**src/rtl/jtcontra_romslot_if.sv**
```systemverilog
// Bus bundle for one ROM slot: the consumer read port plus the SDRAM request/data port.
// "master" is the environment (consumer and arbiter); "slave" is the slot itself.
interface jtcontra_romslot_if #(
    parameter int unsigned AW = 18,
    parameter int unsigned DW = 8
);
    logic          slot_cs;
    logic [AW-1:0] slot_addr;
    logic [DW-1:0] slot_dout;
    logic          slot_ok;
    logic          sdram_req;
    logic [21:0]   sdram_addr;
    logic          sdram_ack;
    logic          data_rdy;
    logic [31:0]   data_read;

    modport master (
        output slot_cs, slot_addr, sdram_ack, data_rdy, data_read,
        input  slot_dout, slot_ok, sdram_req, sdram_addr
    );

    modport slave (
        input  slot_cs, slot_addr, sdram_ack, data_rdy, data_read,
        output slot_dout, slot_ok, sdram_req, sdram_addr
    );
endinterface

```
**src/rtl/jtcontra_romslot.sv**
```systemverilog
// SDRAM read slot with a two-entry round-robin cache of 32-bit lines.
// DW must be 8 or 16; anything other than 16 is treated as byte lanes.
module jtcontra_romslot #(
    parameter int unsigned AW     = 18,
    parameter int unsigned DW     = 8,
    parameter logic [21:0] OFFSET = 22'h0
)(
    input  logic              clk,
    input  logic              rst_n,
    input  logic              clr,
    jtcontra_romslot_if.slave bus
);
    localparam int unsigned LW = (DW == 16) ? 1 : 2;
    localparam int unsigned TW = AW - LW;

    typedef enum logic [1:0] {IDLE, WAIT_ACK, WAIT_RDY} state_t;

    state_t        state;
    logic [1:0]    valid;
    logic [TW-1:0] tags  [2];
    logic [31:0]   lines [2];
    logic          ptr;
    logic          drop;
    logic [TW-1:0] fetch_tag;
    logic          req_r;
    logic [21:0]   saddr_r;

    logic          ok_r;
    logic [AW-1:0] addr_r;
    logic [DW-1:0] dout_r;

    logic [TW-1:0] cur_tag;
    logic [LW-1:0] cur_lane;
    logic [1:0]    match;
    logic          hit;
    logic [31:0]   hit_line;
    logic [DW-1:0] lane_data;
    logic [21:0]   line_addr;

    always_comb begin
        cur_tag   = bus.slot_addr[AW-1:LW];
        cur_lane  = bus.slot_addr[LW-1:0];
        match[0]  = valid[0] && (tags[0] == cur_tag);
        match[1]  = valid[1] && (tags[1] == cur_tag);
        hit       = bus.slot_cs && (match != 2'b00);
        hit_line  = match[1] ? lines[1] : lines[0];
        lane_data = DW'(hit_line >> (32'(cur_lane) * DW));
        line_addr = 22'({cur_tag, 1'b0}) + OFFSET;
    end

    always_ff @(posedge clk) begin
        if (!rst_n) begin
            state     <= IDLE;
            valid     <= '0;
            ptr       <= 1'b0;
            drop      <= 1'b0;
            req_r     <= 1'b0;
            saddr_r   <= '0;
            fetch_tag <= '0;
        end else begin
            case (state)
                IDLE: begin
                    if (bus.slot_cs && !hit) begin
                        saddr_r   <= line_addr;
                        fetch_tag <= cur_tag;
                        req_r     <= 1'b1;
                        drop      <= 1'b0;
                        state     <= WAIT_ACK;
                    end
                end
                WAIT_ACK: begin
                    if (bus.sdram_ack) begin
                        req_r <= 1'b0;
                        state <= WAIT_RDY;
                    end
                end
                WAIT_RDY: begin
                    if (bus.data_rdy) begin
                        // A clear seen at any point of the fetch discards the returning line
                        if (!drop && !clr) begin
                            valid[ptr] <= 1'b1;
                            tags[ptr]  <= fetch_tag;
                            lines[ptr] <= bus.data_read;
                            ptr        <= ~ptr;
                        end
                        state <= IDLE;
                    end
                end
                default: begin
                    req_r <= 1'b0;
                    state <= IDLE;
                end
            endcase
            if (clr) begin
                valid <= '0;
                ptr   <= 1'b0;
                if (state != IDLE) drop <= 1'b1;
            end
        end
    end

    always_ff @(posedge clk) begin
        if (!rst_n) begin
            ok_r   <= 1'b0;
            addr_r <= '0;
            dout_r <= '0;
        end else begin
            ok_r   <= hit;
            addr_r <= bus.slot_addr;
            if (hit) dout_r <= lane_data;
        end
    end

    // The address compare keeps slot_ok from vouching for data fetched for a previous address
    assign bus.slot_ok    = ok_r && bus.slot_cs && (bus.slot_addr == addr_r);
    assign bus.slot_dout  = dout_r;
    assign bus.sdram_req  = req_r;
    assign bus.sdram_addr = saddr_r;
endmodule

```
**src/flat_wrapper.sv**
```systemverilog
// flat-port wrapper written by rule: the top's interface ports become plain ports
module jtcontra_romslot_flat 
#(
    parameter int unsigned AW     = 18,
    parameter int unsigned DW     = 8,
    parameter logic [21:0] OFFSET = 22'h0
)
  (clk, rst_n, clr, bus_slot_cs, bus_slot_addr, bus_sdram_ack, bus_data_rdy, bus_data_read, bus_slot_dout, bus_slot_ok, bus_sdram_req, bus_sdram_addr);
  jtcontra_romslot_if #(.AW(AW), .DW(DW)) bus_i ();
  input  logic clk;
  input  logic rst_n;
  input  logic clr;
  input wire logic [$bits(bus_i.slot_cs)-1:0] bus_slot_cs;
  input wire logic [$bits(bus_i.slot_addr)-1:0] bus_slot_addr;
  input wire logic [$bits(bus_i.sdram_ack)-1:0] bus_sdram_ack;
  input wire logic [$bits(bus_i.data_rdy)-1:0] bus_data_rdy;
  input wire logic [$bits(bus_i.data_read)-1:0] bus_data_read;
  output wire logic [$bits(bus_i.slot_dout)-1:0] bus_slot_dout;
  output wire logic [$bits(bus_i.slot_ok)-1:0] bus_slot_ok;
  output wire logic [$bits(bus_i.sdram_req)-1:0] bus_sdram_req;
  output wire logic [$bits(bus_i.sdram_addr)-1:0] bus_sdram_addr;
  assign bus_i.slot_cs = bus_slot_cs;
  assign bus_i.slot_addr = bus_slot_addr;
  assign bus_i.sdram_ack = bus_sdram_ack;
  assign bus_i.data_rdy = bus_data_rdy;
  assign bus_i.data_read = bus_data_read;
  assign bus_slot_dout = bus_i.slot_dout;
  assign bus_slot_ok = bus_i.slot_ok;
  assign bus_sdram_req = bus_i.sdram_req;
  assign bus_sdram_addr = bus_i.sdram_addr;
  jtcontra_romslot #(.AW(AW), .DW(DW), .OFFSET(OFFSET)) u_core (.clk(clk), .rst_n(rst_n), .clr(clr), .bus(bus_i));
endmodule
```
**config.mk**
```make
export PLATFORM = sky130hd
export DESIGN_NAME = jtcontra_romslot_flat
export DESIGN_NICKNAME = d
export VERILOG_FILES = /design/src/rtl/jtcontra_romslot_if.sv /design/src/rtl/jtcontra_romslot.sv /design/src/flat_wrapper.sv
export SDC_FILE = /design/constraint.sdc
export NUM_CORES = 1
export LEC_CHECK = 0
export ABC_AREA = 1
export CAP_MARGIN = 30
export CORE_ASPECT_RATIO = 1.1
export CORE_MARGIN = 2
export CORE_UTILIZATION = 50
export CTS_CLUSTER_DIAMETER = 100
export CTS_CLUSTER_SIZE = 40
export DETAILED_ROUTE_END_ITERATION = 10
export DONT_BUFFER_PORTS = 1
export SETUP_SLACK_MARGIN = 0.5
export SYNTH_ARGS = -nofsm -noshare
export SYNTH_HDL_FRONTEND = slang
export SYNTH_SLANG_ARGS = --single-unit
```
**constraint.sdc**
```tcl
create_clock -name clk -period 5.54 [get_ports clk]
set_clock_uncertainty 0.2 [all_clocks]
set_input_delay 1.662 -clock clk [delete_from_list [all_inputs] [get_ports clk]]
set_output_delay 1.662 -clock clk [all_outputs]
set_load 0.05 [all_outputs]
```
==> out/qor.yml <==
setup_path:
  cp_data_required_time_ps: 3680
  cpPeakStageDelay_ps: 340
  cp_max_fo: 10
  critPathBufInv: 2
  crit_slowest_cell: "a221oi_1"
  worstSetupStartpointType: "input port"
  timing.rr.start: "u_core.tags[1][9]$_DFFE_PP_"
  r2r-end: "u_core.bus.slot_dout[5]$_SDFFE_PN0P_"
  arrival_ps: 2850
  path_delay_family: "buffers and inverters"
  crit_type: "input port to output port"
  r2r_cells: 11
  cp_cell_sequence: "clkinv_1 -> a221oi_1 -> nand4_1 -> nor4_4 -> buf_4"
  ff2ff_setup_slack_ps: 2660
  critPathCaptureType: "output port"
global_route:
  grt_start_max_net_pins: 40
  gr-usage-all-layers: 0.231
  first_global_vias: 4335
  antenna_found_initial: 0
  grt_pass1_wl_um: 23500
  gr-total-overflow: 0
clock_network:
  postCtsSetupBuffers: 0
  root_buffer: "clkbuf_16"
  insertion_delay_ps: 420
  numCtsBuffers: 17
  cts-hold-fix-buffers: 0
  cts_resized: 0
  cts.sinks: 146
  clk_pin_slew_ps: 60
  htreeDepth: 4
  cts_tree: "yes"
  clockBufferDepth: 2
route:
  ant_nets: 0
  wire_per_inst_um: 18.2
  num_vias: 4369
  viasPerCell: 5.30
  drc: 0
  totalWireLength_um: 15000
  drtIter0Drc: 387
  drtPass1Iterations: 5
worst_hold_path:
  whs_endpoint: "u_core.ptr$_SDFFE_PP0P_"
  hold_class: "flip-flop to flip-flop"
  hold_depth: 2
  hp-start: "u_core.ptr$_SDFFE_PP0P_"
die:
  rows: 43
  die_h_um: 122
  fp.dieW_um: 112
  initial_core_util: 0.509
  dieArea_um2: 13700
  ios: 88
  core_area_um2: 12500
synth:
  synthTopCellsByArea: "edfxtp_1, dfxtp_1, inv_1"
  synthCells: 652
  ys_seq_area_frac: 0.609
  async_reset_ff_frac: 0
  ys_warn_count: 0
  ys_types: 37
  synth_top_area_cell: "edfxtp_1"
  synth_edf_count: 96
  syn_area_um2: 6380
  yosysTopAreaCellShare: 0.452
  avgSynthCellArea_um2: 9.78
  synth-seq-cells: 146
  synth_commonest_cells: "inv_1, nand2_1, edfxtp_1, nand3_1, dfxtp_1"
  synth_ff_type: "edfxtp_1"
  yosysMostFrequentCell: "inv_1"
sta:
  relSlewSlack: 0.414
  fin_crit_ps: 4710
  max_freq_mhz: 212
  setup_tns_ps: 0
  rsz0062_at_grt: "false"
  slew_violations: 0
  worst_slew_pin_slew_ps: 877
  fin_crit_sh: 0.850
  final-setup-viol-count: 0
  hold_viol: 0
job:
  max_cap_violations: 0
pwr:
  worst_ir_drop_vdd_v: 0.000288
  power.leakage_nw: 3.02
  powerDensity_nw_per_um2: 371
  power_w: 0.00264
cells_and_area:
  area_growth_pct: 11.9
  fin_cells: 824
  nNetsFinal: 710
  drive_above_1_share: 0.0975
  num_antenna_cells: 0
placement:
  dpl.hpwl_um: 10400
  placed_cells: 792
  io_buffers: 0
  gp_congestion: 0.869
status:
  status: "finished clean"
where the power goes:
group	total (W)	switching (W)	leakage [nW]	internal, W
Combinational	0.000112	0.0000743	1.43	0.0000372
Clock	0.00127	0.000428	0.311	0.000839
Sequential	0.00126	0.0000752	1.28	0.00119
through the flow:
stage	utilization	instance area, µm²	setup slack, ps	hold slack, ps
6_report	0.569	7130	831	278
4_1_cts	0.569	7130	831	283
5_1_grt	0.569	7130	755	311
3_3_place_gp	0.517	6480	843	260
3_5_place_dp	0.517	6480	832	275
2_1_floorplan	-	6410	659	226
layout by cell type (no fill, tap or decap), types with 2 or more instances in the layout:
cell type	n
clkbuf_1	3
nand2_2	2
nor2_1	21
nor2_4	4
inv_2	11
o21ai_0	11
xor2_1	4
xnor2_1	9
a211oi_1	3
a21oi_1	16
bufinv_16	6
nor3_1	3
a22oi_2	10
nand3b_1	2
a22oi_1	6
edfxtp_1	96
nand3_1	64
clkbuf_16	17
nand4_1	40
nand2_1	118
nor3b_1	2
o22ai_1	5
a221oi_1	2
clkinv_1	5
inv_1	132
buf_4	6
conb_1	6
dfxtp_1	50
registers in the layout, indices dropped and copies added, names as in the netlist:
register / flops
u_core.addr_r: 18
u_core.bus.sdram_req: 1
u_core.bus.slot_dout: 8
u_core.drop: 1
u_core.fetch_tag: 16
u_core.lines: 64
u_core.ok_r: 1
u_core.ptr: 1
u_core.state: 2
u_core.tags: 32
u_core.valid: 2
area by class of cell:
type	count	area (µm²)
repair buffers	6	45.0
multi-input cells	338	1810
flip-flops and latches	146	3880
clock buffers	20	437
fillers	1114	5400
well taps	157	196
clock inverters	12	213
inverters	145	544
layer usage:
layer | GRT usage | share of wire | up-vias
met5 | 0 | 0 | -
met4 | 0.0841 | 0.016 | 0
met3 | 0.0854 | 0.081 | 20
met2 | 0.346 | 0.45 | 153
met1 | 0.311 | 0.46 | 2046
li1 | - | - | 2150
worst reg2reg max path, stage by stage (launching register included):
cell      delay (ps)
edfxtp_1         400
nand2_1          130
nand2_1           60
nor2_1           130
nand2_1          110
nor2_4           620
nand3_4          510
nand2_1          180
nand3_1          130
nand3_1          110
nand3_1           80
a21oi_1          130
cells by family (layout without fill, tap and decap cells):
| group | count (synthesis) | count (layout) | synth area share |
|---|---|---|---|
| and+or+nand+nor | 264 | 264 | 0.196 |
| buffers and inverters | 173 | 183 | 0.114 |
| DFF | 146 | 146 | 0.609 |
| AOI/OAI and AO/OA | 55 | 55 | 0.0628 |
| xor gates and xnor gates | 13 | 13 | 0.0179 |
| other | 1 | 6 | 0.000588 |
how the worst max path moves through the flow:
stage	startpoint	endpoint	slack [ps]	cells past startpoint
after floorplan	bus_slot_addr[0]	bus_slot_ok	660	5
after global placement	bus_slot_addr[1]	bus_slot_ok	840	5
after detailed placement	bus_slot_addr[1]	bus_slot_ok	830	5
after CTS	bus_slot_addr[1]	bus_slot_ok	830	5
after global routing	bus_slot_addr[1]	bus_slot_ok	760	5
final	bus_slot_addr[1]	bus_slot_ok	830	5
Power figures use the tool's default switching activity.
